File: src/rtl/mem_arbiter_pkg.sv
// Shared definitions for the CPU/DMA memory arbiter:
// grant encoding, default burst cap and counter width helper.
package mem_arbiter_pkg;

  typedef enum logic [1:0] {
    GNT_NONE = 2'b00,
    GNT_CPU  = 2'b01,
    GNT_DMA  = 2'b10
  } gnt_t;

  localparam int unsigned DMA_MAX_BURST_DEF = 4;

  // Width of a counter that must hold 0..max, never below 1 bit.
  function automatic int unsigned cnt_w(input int unsigned max);
    return (max < 1) ? 1 : $clog2(max + 1);
  endfunction

endpackage

File: src/rtl/mem_arbiter_grant.sv
// Pure combinational grant decision between CPU and DMA.
// Ports: en, cpu_req, dma_req, burst_cnt, burst_max -> cpu_gnt, dma_gnt.
module arb_grant #(
  parameter int unsigned CW = 3
) (
  input  logic          en,
  input  logic          cpu_req,
  input  logic          dma_req,
  input  logic [CW-1:0] burst_cnt,
  input  logic [CW-1:0] burst_max,
  output logic          cpu_gnt,
  output logic          dma_gnt
);

  logic both;
  logic capped;

  assign both   = cpu_req & dma_req;
  assign capped = (burst_cnt == burst_max);

  always_comb begin
    cpu_gnt = 1'b0;
    dma_gnt = 1'b0;
    unique case (1'b1)
      (!en): ;
      (en && both): begin
        // DMA wins conflicts until the CPU has waited long enough.
        cpu_gnt = capped;
        dma_gnt = !capped;
      end
      (en && cpu_req && !dma_req): cpu_gnt = 1'b1;
      (en && !cpu_req && dma_req): dma_gnt = 1'b1;
      default: ;
    endcase
  end

endmodule

File: src/rtl/mem_arbiter.sv
// Shared data-memory arbiter: CPU M-stage vs DMA, DMA-first with a burst cap.
// Ports: clk, reset (async low), cpu_*, dma_*, mem_* bus toward DM/bridge.
module mem_arbiter
  import mem_arbiter_pkg::*;
#(
  parameter int unsigned DMA_MAX_BURST = DMA_MAX_BURST_DEF
) (
  input  logic        clk,
  input  logic        reset,
  input  logic        cpu_req,
  input  logic        cpu_we,
  input  logic [31:0] cpu_addr,
  input  logic [31:0] cpu_wdata,
  input  logic [3:0]  cpu_be,
  input  logic        cpu_kill,
  output logic [31:0] cpu_rdata,
  output logic        cpu_stall,
  input  logic        dma_req,
  input  logic        dma_we,
  input  logic [31:0] dma_addr,
  input  logic [31:0] dma_wdata,
  input  logic [3:0]  dma_be,
  output logic        dma_gnt,
  output logic        dma_done,
  output logic [31:0] dma_rdata,
  output logic        mem_we,
  output logic [31:0] mem_addr,
  output logic [31:0] mem_wdata,
  output logic [3:0]  mem_be,
  input  logic [31:0] mem_rdata
);

  localparam int unsigned CW = cnt_w(DMA_MAX_BURST);
  localparam logic [CW-1:0] BMAX = CW'(DMA_MAX_BURST);

  logic [CW-1:0] burst_cnt;
  gnt_t          last_gnt;
  gnt_t          cur_gnt;
  logic          cpu_gnt;

  arb_grant #(
    .CW(CW)
  ) u_grant (
    .en       (reset),
    .cpu_req  (cpu_req),
    .dma_req  (dma_req),
    .burst_cnt(burst_cnt),
    .burst_max(BMAX),
    .cpu_gnt  (cpu_gnt),
    .dma_gnt  (dma_gnt)
  );

  always_comb begin
    cur_gnt   = GNT_NONE;
    mem_we    = 1'b0;
    mem_addr  = '0;
    mem_wdata = '0;
    mem_be    = '0;
    unique case (1'b1)
      cpu_gnt: begin
        cur_gnt   = GNT_CPU;
        // A killed access keeps its slot but must not write.
        mem_we    = cpu_we & ~cpu_kill;
        mem_addr  = cpu_addr;
        mem_wdata = cpu_wdata;
        mem_be    = cpu_be;
      end
      dma_gnt: begin
        cur_gnt   = GNT_DMA;
        mem_we    = dma_we;
        mem_addr  = dma_addr;
        mem_wdata = dma_wdata;
        mem_be    = dma_be;
      end
      default: ;
    endcase
  end

  assign cpu_stall = cpu_req & ~cpu_gnt;
  assign cpu_rdata = cpu_gnt ? mem_rdata : '0;

  always_ff @(posedge clk or negedge reset) begin
    if (!reset) begin
      burst_cnt <= '0;
      last_gnt  <= GNT_NONE;
      dma_done  <= 1'b0;
      dma_rdata <= '0;
    end else begin
      last_gnt <= cur_gnt;
      dma_done <= dma_gnt;
      if (dma_gnt) dma_rdata <= mem_rdata;
      // Count only DMA grants the CPU is waiting behind.
      if (dma_gnt && cpu_req) begin
        if (burst_cnt != BMAX) burst_cnt <= burst_cnt + CW'(1);
      end else begin
        burst_cnt <= '0;
      end
    end
  end

endmodule

File: config.mk
export PLATFORM = sky130hd
export DESIGN_NAME = mem_arbiter
export DESIGN_NICKNAME = d
export VERILOG_FILES = /design/src/rtl/mem_arbiter_pkg.sv /design/src/rtl/mem_arbiter_grant.sv /design/src/rtl/mem_arbiter.sv
export SDC_FILE = /design/constraint.sdc
export NUM_CORES = 1
export LEC_CHECK = 0
export CAP_MARGIN = 20
export CORE_AREA = 2 2 119 121
export DETAILED_ROUTE_END_ITERATION = 12
export DIE_AREA = 0 0 121 123
export SYNTH_ARGS = -nofsm -noshare
export SYNTH_HDL_FRONTEND = slang
export SYNTH_SLANG_ARGS = --single-unit
File: constraint.sdc
create_clock -name clk -period 1.7 [get_ports clk]
set_input_delay 0.17 -clock clk [delete_from_list [all_inputs] [get_ports clk]]
set_output_delay 0.17 -clock clk [all_outputs]
set_load 0.05 [all_outputs]
== Word level (Yosys, flattened, before mapping) ==
Cells that the tools add are included.
Storage, ports and cells
  input port bits: 175
  output and inout bits: 136
  bits in registers: 36
  logic and storage cells: 30
Cells by class
  bitwise gates (word level): 5
  $add $sub $neg: 1
  equality and inequality tests: 3
  multiplexer cells: 9
  reduce and logical (&&, ||, !) cells: 9
Operators with widths (number)
  $pmux W32 S2: 2
  $mux W32: 1
  $pmux W4 S2: 1
  $logic_and A1 B1 Y1: 6
  $mux W3: 2
  $pmux W1 S2: 3
  $add A3 B1 Y3 const B: 1
  $and A1 B1 Y1: 3
  $eq A3 B3 Y1 const B: 1
  $logic_not A1 Y1: 3
  $ne A3 B3 Y1 const B: 1
  $ne A2 B1 Y1 const B: 1
  $not A1 Y1: 2

== Logic depth before layout (Yosys ltp) ==
Gate-level depths: netlist (run 1).
  depth in word-level cells: 6
  depth in mapped cells: 7
  gate-level depth less buffers: 5

== By module ==
A second synthesis (run 1) with hierarchy kept.
Second synthesis, totals
  cells, all modules: 217
  area, all modules: 2408.6 µm²
Modules (own cells, without submodules)
  mem_arbiter: area each 2344.7 µm², instances 1, seq. area each 900.9 µm², cells each 209
  arb_grant: area each 63.8 µm², instances 1, seq. area each 0.0 µm², cells each 8

== Least setup slack after synthesis (run 1) ==
Ideal clock, no wire load.
  kind: reg2out
  start: reg burst_cnt[0]
  end: out mem_we
  arrival time: 1728 ps
  buffers on the path: 2
  stages on the path, launching flop included: 7
  required time: 1530 ps
  setup slack: -198 ps
  cells stage by stage: dfrtp_1 > inv_1 > ha_1 > a31oi_2 > buf_6 > buf_4 > a32o_1
Between the ends
  word-level cells in the longest chain between the ends: 4
  elaborated cells on any way between the ends: 5
  those cells by class: eq/ne: 1; mux: 3; reduce/logical: 1
Ends and longest elaborated chain
  start: declaration: RTL line mem_arbiter.sv:36  | logic [CW-1:0] burst_cnt;
  start signal: assignment: RTL line mem_arbiter.sv:94  | if (burst_cnt != BMAX) burst_cnt <= burst_cnt + CW'(1);
  $eq A3 B3 Y1: RTL line mem_arbiter_grant.sv:19  | assign capped = (burst_cnt == burst_max);
  $logic_not A1 Y1: RTL line mem_arbiter_grant.sv:29  | dma_gnt = !capped;
  $pmux W1 S2: RTL line mem_arbiter_grant.sv:24  | unique case (1'b1)
  named net dma_gnt: RTL line mem_arbiter.sv:23  | output logic dma_gnt,
  $pmux W1 S2: RTL line mem_arbiter.sv:59  | unique case (1'b1)
  end: declaration: RTL line mem_arbiter.sv:26  | output logic mem_we,
The timed path passes the listed nets, and every way through them passes these cells.

== Worst setup path after layout (run 1) ==
  start: reg burst_cnt[0]
  end: out mem_wdata[17]
Between the ends
  word-level cells in the longest chain between the ends: 4
  elaborated cells on any way between the ends: 5
  those cells by class: eq/ne: 1; mux: 3; reduce/logical: 1
Ends and longest elaborated chain
  $eq A3 B3 Y1 (*): RTL line mem_arbiter_grant.sv:19
  $logic_not A1 Y1: RTL line mem_arbiter_grant.sv:29
  $pmux W1 S2: RTL line mem_arbiter_grant.sv:24
  $pmux W32 S2 (*): RTL line mem_arbiter.sv:59
  end: declaration: RTL line mem_arbiter.sv:28  | output logic [31:0] mem_wdata,
Every way passes the cells marked *; elsewhere a longest branch is shown, timed or not.

==> results of run 1 <==
report_power, final:
group	switching [W]	internal (W)	total [W]
registers	0.0000677	0.000973	0.00104
logic	0.00140	0.00144	0.00285
clock network	0.000350	0.000539	0.000889
total	0.00182	0.00296	0.00478
path summary, 6_finish.rpt:
check / startpoint / endpoint / slack [ns] / cells after the start
max in group asynchronous: reset / dma_rdata[30] / 0.94 / 3
worst max register to register: burst_cnt[0] / dma_rdata[13] / -0.13 / 10
worst max-delay path: burst_cnt[0] / mem_wdata[17] / -0.36 / 8
worst min-delay path: reset / burst_cnt[1] / 0.25 / 3
min in group asynchronous: reset / burst_cnt[0] / 0.33 / 2
worst min register to register: dma_rdata[15] / dma_rdata[15] / 0.51 / 1
flip-flops by register name, indices dropped and copies added (netlist names):
signal / count
dma_done: 1
burst_cnt: 3
dma_rdata: 32
cell type report:
cell class | instances | area share [%]
repair buffers | 358 | 59.4
inverters | 4 | 0.185
well taps | 180 | 2.78
clock inverters | 3 | 0.231
clock buffers | 5 | 1.54
flip-flops and latches | 36 | 11.1
multi-input cells | 147 | 24.8
cell families after synthesis:
kind of cell / after synthesis / share of synthesized area (%)
compound gates: 71 / 26.7
simple gates: 41 / 10.5
flops: 36 / 38.4
mux: 33 / 15.8
buf+inv: 26 / 7.52
fa+ha+maj: 2 / 1.07
synth_stat cells:
cell	instances
mux2i_1	1
nand2_1	3
a31oi_2	1
buf_6	1
ha_1	2
nor2b_1	1
buf_4	15
clkbuf_1	2
inv_1	4
a32o_1	1
and2_1	32
nor3b_1	2
buf_2	3
a21oi_2	1
dfrtp_1	36
nor2_1	2
nand3_1	1
a22o_1	68
mux2_1	10
buf_8	1
mux2_2	22
worst min-delay path, stage by stage:
cell,delay (ns)
buf_2,0.13
nand3_1,0.13
nor3b_1,0.06
what timing repair did:
action                                  4_1_cts  5_1_grt
hold buffers                                  2        0
hold endpoints to repair                     11        0
gates cloned                                  5        6
gates resized for setup                      79       63
endpoints found under the setup margin      135      130
setup buffers                                 3       11
pin swaps                                    11        9
metrics by stage:
step	worst slack [ns]	cells	area, µm²	TNS [ns]	hold slack, ns
5_1_grt	-0.427	733	8110	-43.12	0.256
2_1_floorplan	-0.102	209	2510	-0.137	-0.126
4_1_cts	-0.342	716	7610	-32.77	0.243
3_5_place_dp	-0.251	698	6880	-24.63	0.0211
6_report	-0.358	733	8110	-33.82	0.249
3_3_place_gp	-0.211	698	6880	-19.31	0.0187
layer usage:
metal	share of wire, %	wire, µm	global-route usage (%)
met1	36	5840	21.6
met2	54	8670	35.8
met3	7.7	1250	5.58
met4	2.4	380	5.96
met5	0	0	0
==> flow_metrics.tcl, run 1 <==
set metrics [dict create \
    run_status "finished, violations left" \
    violations "setup timing" \
    finalNetCount 729 \
    vias_per_cell 4.35 \
    row_count 43 \
    relSlewSlack_pct 64.8 \
    synthCells 209 \
    synthesis.nets 386 \
    critPathBufInv 5 \
    multi_input_area_um2 2010 \
    syn2layout_area_growth_pct 246 \
    antenna_found_initial 0 \
    avgRoutedWirePerCell_um 22.0 \
    critical-path-max-stage-delay_ns 0.39 \
    register_area_um2 901 \
    overflow 0 \
    route.vias.total 3186 \
    start_kind "flip-flop" \
    grt_usage_pct 19.4 \
    cp_cell_sequence "inv_2, ha_4, buf_6, a31oi_4, buf_12, clkbuf_16, a22o_2, buf_12" \
    ys_types 21 \
    gp_congestion 0.797 \
    mostFrequentLayoutCells "184 x clkdlybuf4s50_1, 108 x buf_12, 60 x a22o_4" \
    grt_max_degree 36 \
    start_util_pct 17.2 \
    layout-drive-gt1-share_pct 57.7 \
    synth.largest_area_cell "dfrtp_1" \
    fin_crit_ns 2.06 \
    cts_root_buf "clkbuf_16" \
    synth_top_area_share_pct 38.4 \
    rsz0062_at_grt "true" \
    clockBufferDepth 2 \
    drt_iter0_drc 63 \
    cts_buffers 5 \
    grt_first_pass_wirelength_mm 21.6 \
    drv_slew 0 \
    ys_seq_elements 36 \
    power_w 0.00478 \
    tightest_slew_ns 0.527 \
    drt_wl_total_mm 16.1 \
    synth_area_um2 2340 \
    p_leak_nw 3.54 \
    skew_ns 0.00240 \
    first_global_vias 3543 \
    ys_seq_area_share_pct 38.4 \
    final_core_util_pct 59.6 \
    diodes 0 \
    cp_common_cell "buf_12" \
    ioPinCount 311 \
    cp.required_ns 1.53 \
    syn-mean-instance-area_um2 11.2 \
    hold_viol_final 0 \
    dieWidth_um 121 \
    setup-violations-final 126 \
    dieArea_um2 14900 \
    cts.sinks 36 \
    endpoint_kind "primary output" \
    path_max_fanout 9 \
    arrival_ns 1.89 \
    dr.pass1.iters 3 \
    drc 0 \
    slowest_stage "dfrtp_1" \
    fin_ws_ns -0.358 \
    maxCapViolCount 0 \
    fillCellCount 1050 \
    place_hpwl_mm 11.4 \
    worstSetupPathType "reg2out" \
    final_common_cell "clkdlybuf4s50_1" \
    powerDensity_nw_per_um2 589 \
    cts_tree "built" \
    die_height_um 123 \
    coreArea_um2 13600 \
    cts_max_level 2 \
    ys_warn_count 0 \
    clock.fmax_ghz 0.486 \
    clk_latency_ns 0.28 \
    synthTopCellsByArea "dfrtp_1 38%, a22o_1 25%, mux2_2 11%" \
    post-route-period-util_pct 121 \
    vdd_ir_drop_max_uv 545 \
    hp-class "in2reg" \
    clkTransAtPathRegs_ns 0.06 \
    numPortBuffers 310 \
    critical-path-top-delay-family "buffers and inverters" \
    drtAntennaViolNets 0 \
]
Power figures use the tool's default switching activity.
==> run 2, diff against run 1 <==
Settings changed: ABC_CLOCK_PERIOD_IN_PS set to 1700.
==> results of run 2 <==
Final layout, timing and power as in run 1 (identical DEF).
==> run 3, diff against run 2 <==
Settings changed: CAP_MARGIN 20 to 15.
==> results of run 3 <==
Final layout, timing and power as in run 1 (identical DEF).
